<file path="config.mk">
export PLATFORM = sky130hd
export DESIGN_NAME = obuf_stream_reader
export DESIGN_NICKNAME = d
export VERILOG_FILES = /design/src/rtl/sobel_pkg.sv /design/src/rtl/stream_skid_buf.sv /design/src/rtl/obuf_stream_reader.sv
export SDC_FILE = /design/constraint.sdc
export NUM_CORES = 1
export LEC_CHECK = 0
export ABC_AREA = 1
export BUFFER_PORTS_ARGS = -buffer_cell sky130_fd_sc_hd__buf_2
export CAP_MARGIN = 10
export CORE_MARGIN = 1
export CORE_UTILIZATION = 40
export DETAILED_ROUTE_END_ITERATION = 7
export PLACE_DENSITY_LB_ADDON = 0.2
export SLEW_MARGIN = 10
export SYNTH_ARGS = -nofsm -noshare
export SYNTH_HDL_FRONTEND = slang
export SYNTH_SLANG_ARGS = --single-unit
</file>
<file path="constraint.sdc">
create_clock -name CLK -period 2.05 [get_ports CLK]
set_input_delay 0.205 -clock CLK [delete_from_list [all_inputs] [get_ports CLK]]
set_output_delay 0.205 -clock CLK [all_outputs]
set_load 0.01 [all_outputs]
</file>
<file path="src/rtl/sobel_pkg.sv">
// Shared constants and types for the Sobel output path.
package sobel_pkg;

  localparam int unsigned LINE_LENGTH_DEF = 640;
  localparam int unsigned LINE_NUM_DEF    = 480;
  localparam int unsigned DW_DEF          = 12;
  localparam int unsigned X_W_DEF         = $clog2(LINE_LENGTH_DEF);
  localparam int unsigned Y_W_DEF         = $clog2(LINE_NUM_DEF);

  typedef enum logic [1:0] {
    IDLE,
    STREAM,
    FRAME_END
  } frame_state_e;

endpackage

</file>
<file path="src/rtl/stream_skid_buf.sv">
// Two-entry register FIFO that absorbs the output FIFO's read latency.
module stream_skid_buf #(
  parameter int unsigned DW = 12
) (
  input  logic          CLK,
  input  logic          RST,
  input  logic          i_clr,
  input  logic          i_push,
  input  logic [DW-1:0] i_data,
  input  logic          i_pop,
  output logic [1:0]    o_count,
  output logic [DW-1:0] o_head
);

  logic [DW-1:0] mem_q [2];
  logic          wr_ptr_q;
  logic          rd_ptr_q;
  logic [1:0]    count_q;
  logic          pop_ok;
  logic          push_ok;

  assign pop_ok  = i_pop & (count_q != 2'd0);
  // A full buffer still accepts a push when the head leaves in the same cycle.
  assign push_ok = i_push & ((count_q != 2'd2) | pop_ok);

  always_ff @(posedge CLK) begin
    if (RST || i_clr) begin
      mem_q[0] <= '0;
      mem_q[1] <= '0;
      wr_ptr_q <= 1'b0;
      rd_ptr_q <= 1'b0;
      count_q  <= 2'd0;
    end else begin
      if (push_ok) begin
        mem_q[wr_ptr_q] <= i_data;
        wr_ptr_q        <= ~wr_ptr_q;
      end
      if (pop_ok) begin
        rd_ptr_q <= ~rd_ptr_q;
      end
      count_q <= count_q + {1'b0, push_ok} - {1'b0, pop_ok};
    end
  end

  assign o_count = count_q;
  assign o_head  = mem_q[rd_ptr_q];

endmodule

</file>
<file path="src/rtl/obuf_stream_reader.sv">
// Drains the Sobel output FIFO into a framed ready/valid pixel stream.
module obuf_stream_reader
  import sobel_pkg::*;
#(
  parameter int unsigned LINE_LENGTH = LINE_LENGTH_DEF,
  parameter int unsigned LINE_NUM    = LINE_NUM_DEF,
  parameter int unsigned DW          = DW_DEF
) (
  input  logic          CLK,
  input  logic          RST,
  input  logic          i_enable,
  input  logic          i_flush,
  input  logic [DW-1:0] i_obuf_data,
  input  logic          i_obuf_empty,
  input  logic          i_obuf_almostempty,
  output logic          o_obuf_rd,
  output logic [DW-1:0] o_tdata,
  output logic          o_tvalid,
  input  logic          i_tready,
  output logic          o_tuser,
  output logic          o_tlast,
  output logic          o_frame_done
);

  localparam int unsigned XW = (LINE_LENGTH > 1) ? $clog2(LINE_LENGTH) : 1;
  localparam int unsigned YW = (LINE_NUM > 1) ? $clog2(LINE_NUM) : 1;
  localparam logic [XW-1:0] X_LAST = XW'(LINE_LENGTH - 1);
  localparam logic [YW-1:0] Y_LAST = YW'(LINE_NUM - 1);

  logic          clr;
  logic          rd_inflight_q;
  logic [1:0]    skid_count;
  logic [DW-1:0] skid_head;
  logic          pop;
  logic [1:0]    credit_use;
  logic          credit_ok;
  logic          fifo_ok;
  logic          frame_last_pop;
  logic [XW-1:0] x_q;
  logic [YW-1:0] y_q;
  frame_state_e  state_q;
  logic          frame_done_q;

  assign clr      = RST | i_flush;
  assign o_tvalid = (skid_count != 2'd0);
  assign pop      = o_tvalid & i_tready;

  // Counting the slot freed by this cycle's pop keeps the stream at one pixel per cycle.
  assign credit_use = skid_count - {1'b0, pop} + {1'b0, rd_inflight_q};
  assign credit_ok  = (credit_use < 2'd2);
  assign fifo_ok    = ~i_obuf_almostempty | (~i_obuf_empty & ~rd_inflight_q);
  assign o_obuf_rd  = i_enable & credit_ok & fifo_ok & ~clr;

  always_ff @(posedge CLK) begin
    if (clr) begin
      rd_inflight_q <= 1'b0;
    end else begin
      rd_inflight_q <= o_obuf_rd;
    end
  end

  stream_skid_buf #(
    .DW (DW)
  ) u_skid (
    .CLK     (CLK),
    .RST     (RST),
    .i_clr   (i_flush),
    .i_push  (rd_inflight_q),
    .i_data  (i_obuf_data),
    .i_pop   (pop),
    .o_count (skid_count),
    .o_head  (skid_head)
  );

  assign frame_last_pop = pop & (x_q == X_LAST) & (y_q == Y_LAST);

  always_ff @(posedge CLK) begin
    if (clr) begin
      x_q          <= '0;
      y_q          <= '0;
      state_q      <= IDLE;
      frame_done_q <= 1'b0;
    end else begin
      frame_done_q <= 1'b0;
      if (pop) begin
        if (x_q == X_LAST) begin
          x_q <= '0;
          y_q <= (y_q == Y_LAST) ? '0 : y_q + YW'(1);
        end else begin
          x_q <= x_q + XW'(1);
        end
      end
      case (state_q)
        IDLE: begin
          if (frame_last_pop) begin
            state_q      <= FRAME_END;
            frame_done_q <= 1'b1;
          end else if (pop) begin
            state_q <= STREAM;
          end
        end
        STREAM: begin
          if (frame_last_pop) begin
            state_q      <= FRAME_END;
            frame_done_q <= 1'b1;
          end
        end
        FRAME_END: begin
          if (frame_last_pop) begin
            frame_done_q <= 1'b1;
          end else begin
            state_q <= STREAM;
          end
        end
        default: state_q <= IDLE;
      endcase
    end
  end

  assign o_tdata      = o_tvalid ? skid_head : '0;
  assign o_tuser      = o_tvalid & (x_q == '0) & (y_q == '0);
  assign o_tlast      = o_tvalid & (x_q == X_LAST);
  assign o_frame_done = frame_done_q;

endmodule

</file>
* Yosys cells after proc, flatten, opt, wreduce, memory -nomap -nowiden *
Memories as Yosys holds them, arrays and structs flattened. A register that Yosys moved wholly into a read port is not among the register bits.
Cells that the tools add are included.

storage, ports and cells
  bits in registers = 27
  bits in latches = 0
  bits in writable memories = 24
  bits in read-only memories = 0
  input port bits = 19
  logic and storage cells = 75
  memories kept = 1

operators by class
  $add $sub $neg = 6
  $mul = 0
  divide/modulo/power cells = 0
  magnitude comparators = 1
  eq/ne operators = 8
  shift operators = 0
  multiplexer cells = 19
  bitwise logic cells = 22
  reductions and logical operators = 10

memories
  memory        depth  width  read ports  clocked after memory_dff  wr ports  RTL line               text
  u_skid.mem_q  2      12     1           1                         2         stream_skid_buf.sv:15  logic [DW-1:0] mem_q [2];

operators with widths
  kind                                                                   number
  12-bit two-way mux                                                     2
  1-bit AND                                                              12
  12-bit OR reduction                                                    1
  10-bit by 1-bit adder with 10-bit output, second input constant        1
  10-bit equality test, second input constant                            1
  10-bit zero test                                                       1
  1-bit two-way mux                                                      10
  10-bit two-way mux                                                     1
  9-bit by 1-bit adder with 9-bit output, second input constant          1
  9-bit equality test, second input constant                             1
  9-bit zero test                                                        1
  9-bit two-way mux                                                      1
  2-bit two-way mux                                                      4
  1-bit NOT                                                              7
  2-bit inequality test, second input constant                           3
  2-bit case mux with 3 select lines                                     1
  2-bit by 1-bit adder with 2-bit output                                 2
  2-bit by 1-bit subtractor with 2-bit output                            2
  3-bit inequality test, second input constant                           1
  1-bit OR                                                               3
  3-bit AND reduction                                                    1
  3-bit OR reduction                                                     1
  2-bit by 1-bit equality test with 1-bit output, second input constant  1
  2-bit equality test, second input constant                             1
  6 further kinds                                                        6

* Depth between registers and ports, before layout *
  depth after elaboration = 10
  gate-level depth with buffers = 10
  gate-level depth less buffers = 10

* Hierarchy *
Synthesis repeated with hierarchy kept, for this count alone.

second synthesis, totals
  cell total of the unflattened synthesis = 339
  area total of the unflattened synthesis = 2811.4 um2

modules (own cells, without submodules)
  module              instances  cells an instance  area an instance (um2)  seq. area each (um2)
  obuf_stream_reader  1          224                1443.9                  460.4
  stream_skid_buf     1          115                1367.6                  820.8

* Worst setup path after synthesis *
No wires, ideal clock.

  path kind = reg-to-output
  from = register u_skid.count_q[1], in the netlist u_skid.o_count[1]
  to = output o_obuf_rd
  arrival = 1.569 ns
  data required time = 1.845 ns
  setup slack = 0.276 ns
  cell stages (with the launch flop) = 9
  cells stage by stage = dfxtp_1 -> nor2_4 -> nor2_4 -> buf_2 -> ha_1 -> nor2_1 -> xor2_1 -> nand3_1 -> nor2_1

between the ends
  word-level cells in the longest chain between the ends = 8

RTL lines
  item                                         RTL line                  text
  start: declaration                           stream_skid_buf.sv:18     logic [1:0] count_q;
  start signal: assignment                     stream_skid_buf.sv:41     count_q <= count_q + {1'b0, push_ok} - {1'b0, pop_ok};
  2-bit nonzero test                           obuf_stream_reader.sv:45  assign o_tvalid = (skid_count != 2'd0);
  1-bit AND                                    obuf_stream_reader.sv:46  assign pop = o_tvalid & i_tready;
  net pop                                      obuf_stream_reader.sv:34  logic pop;
  2-bit by 1-bit subtractor with 2-bit output  obuf_stream_reader.sv:49  assign credit_use = skid_count - {1'b0, pop} + {1'b0, rd_inflight_q};
  2-bit by 1-bit adder with 2-bit output       obuf_stream_reader.sv:49
  2-bit less-than comparator                   obuf_stream_reader.sv:50  assign credit_ok = (credit_use < 2'd2);
  1-bit AND (3 in a row)                       obuf_stream_reader.sv:52  assign o_obuf_rd = i_enable & credit_ok & fifo_ok & ~clr;
  end: declaration                             obuf_stream_reader.sv:16  output logic o_obuf_rd,

The timed path passes the listed nets, and every way through them passes these cells.

* Worst setup path in the final report *
  from = register u_skid.count_q[0], in the netlist u_skid.o_count[0]
  to = output o_obuf_rd

between the ends
  word-level cells in the longest chain between the ends = 8

RTL lines
  item                                             RTL line
  2-bit nonzero test                               obuf_stream_reader.sv:45
  1-bit AND                                        obuf_stream_reader.sv:46
  2-bit by 1-bit subtractor with 2-bit output (*)  obuf_stream_reader.sv:49
  2-bit by 1-bit adder with 2-bit output (*)       obuf_stream_reader.sv:49
  2-bit less-than comparator (*)                   obuf_stream_reader.sv:50
  1-bit AND (*) (3 in a row)                       obuf_stream_reader.sv:52

Every way passes the cells marked *; elsewhere a longest branch is shown, timed or not.

==> metrics.cfg <==
[synth]
syn_area_per_cell_sq_um=7.856
synthesis.nets=349
postSynthCellCount=323
ys_warn_count=0
synth-seq-area-share_pct=50.49
yosysUniqueCellTypes=21
synth_area_sq_um=2537
synth.ff_latch_count=52

[worst_setup_path]
arrival_ps=1710
critical_path.top_delay_family=simple AND/OR/NAND/NOR gates
cp_max_fo=3
cp-end-kind=output pin
crit_path_max_incr_delay_ps=340
crit_chain=nor2_4 -> nor2_4 -> ha_1 -> nor2_1 -> xor2_1 -> nand3_1 -> nor2_1 -> buf_2
cp_slowest_cell=dfxtp_1
critPathKind=reg2out
cp-start-kind=flip-flop
crit_required_ps=1850
worst-path-buf-inv=1

[sta]
relSlewSlack_pct=70.87
hold_violations=0
period_share_pct=93.33
tightest_slew_ps=436.5
fin_crit_ps=1913
rsz0062_at_grt=no
fmax_ghz=0.5227
maxSlewViolCount=0
setup_tns_ps=0
setup_viol=0
fin_ws_ps=136.7
finClkSkew_ps=2.964

[global_routing]
grt_pass1_wl_um=8618
grt-busiest-layer=met2
track_usage_pct=17.01
grtUsageMet1_pct=21.73
grt.met2_usage_pct=28.75
grt_overflow=0
grt_max_degree=21
antenna_found_initial=0
first_global_vias=1921
grtUsageMet3_pct=3.222

[clock_network]
clk_pin_slew_ps=100
cts_setup_buffers=0
cts_tree=done
cts_buffer_depth=2
cts_buffers=5
htreeDepth=2
cts-root-buf=clkbuf_8
clock_latency_ps=310
cts.sinks=52

[outcome]
outcome=finished, final reports clean

[placement]
post-place-cells=433
gp_congestion=0.8068
hpwl_um=3777
preCtsSetupSlack_ps=402.9
portBuffers=35

[pwr]
p_leak_nw=1.273
vdd_drop_max_mv=0.3750
powerDensity_nw_per_um2=625.4

[route]
routed_wl_um=5241
routed-via-count=2117
drt_iter0_drc=70
drt-wirelength-per-cell_um=11.88
via_per_inst=4.800
drc=0
drtPass1Iterations=4
ant_nets=0

[layout]
nets=391
layout-drive-gt1-share_pct=15.57
area_growth_pct=15.09
layout_common_cells=71 x nand2_1, 61 x nor2_1, 47 x inv_1
layout_commonest_cell=nand2_1
n_antenna_cell=0
fin_util_pct=48.46
finalNonFillerCells=441

[floorplan]
design.die.area_sq_um=6666
initial_core_util_pct=42.11
ios=36
die_h_um=81.65
rows=28
core_sq_um=6026
chipWidth_um=81.65

[job]
maxCapViolations=0

[hold_path]
hp-class=in2reg

[final timing paths]
path	from	to	slack [ps]	cells after the start
worst max register to register	x_q[0]	y_q[6]	390	8
worst min-delay path	i_enable	rd_inflight_q	170	3
worst max-delay path	u_skid.o_count[0]	o_obuf_rd	140	8
worst min register to register	u_skid.rd_ptr_q	flip-flop	460	1
[cell families after synthesis]
logic type / synth area share [%]
adders and majority gates: 3.452
xor gates and xnor gates: 1.726
buffers and inverters: 8.629
AOI/OAI and AO/OA: 7.199
and+or+nand+nor: 28.50
DFF: 50.49
[registers in the layout, indices dropped and copies added (netlist names), 2 cells and up, named ones only]
signal / count
u_skid.mem_q: 24
u_skid.o_count: 2
x_q: 10
y_q: 9
state_q: 2
[power by group]
group	leakage (nW)	switching, mW	internal (mW)
sequential	0.494	0.00726	1.11
clock	0.0423	0.362	0.249
combinational	0.738	0.0644	0.0379
total	1.27	0.434	1.39
[Yosys cell counts, drive strengths merged]
library cell | n | area [sq um]
nand2 | 73 | 289.0
nor2 | 64 | 262.8
inv | 47 | 176.4
dfxtp | 28 | 560.5
edfxtp | 24 | 720.7
a21oi | 23 | 115.1
nand3 | 16 | 80.08
o21ai | 11 | 55.05
ha | 7 | 87.58
nand4 | 7 | 43.79
buf | 5 | 31.28
nor3 | 4 | 20.02
clkbuf | 3 | 11.26
xor2 | 3 | 26.28
a31oi | 2 | 12.51
nand3b | 2 | 15.01
nor4 | 2 | 12.51
xnor2 | 2 | 17.52
[routing by layer]
| metal | wire length, um | up-vias |
|---|---|---|
| met3 | 147 | 5 |
| met4 | 62 | 0 |
| li1 | - | 1114 |
| met1 | 2581 | 967 |
| met2 | 2449 | 31 |
| met5 | 0 | - |
[timing repair]
action	in CTS	in global routing
endpoints found under the hold margin	0	0
setup endpoints to repair	0	1
gates resized for setup	0	1
hold buffers	0	0
[layout make-up]
cell class,count,area [sq um]
clock buffers,5,68.82
clock inverters,3,26.28
fillers,593,3105
inverters,47,176.4
multi-input cells,216,1037
flip-flops and latches,52,1282
well taps,75,93.84
repair buffers,43,235.2
[through the flow]
| stage | area, sq um | hold slack, ps | total power, mW |
|---|---|---|---|
| after floorplan | 2537 | 368.1 | 1.196 |
| after global placement | 2824 | 434.5 | 1.239 |
| after detailed placement | 2824 | 443.5 | 1.241 |
| after CTS | 2919 | 146.4 | 1.848 |
| after global routing | 2920 | 168.6 | 1.899 |
| final | 2920 | 165.6 | 1.826 |
[worst register-to-register path, cell delays in order (launching register included)]
cell and delay, ps:
dfxtp_1 380, ha_1 200, nand2_1 60, nor2_1 80, nand2_1 120, nor2_4 240, nand3_1 230, nand2_1 180
nor2_1 70
(Power assumes the default switching activity.)
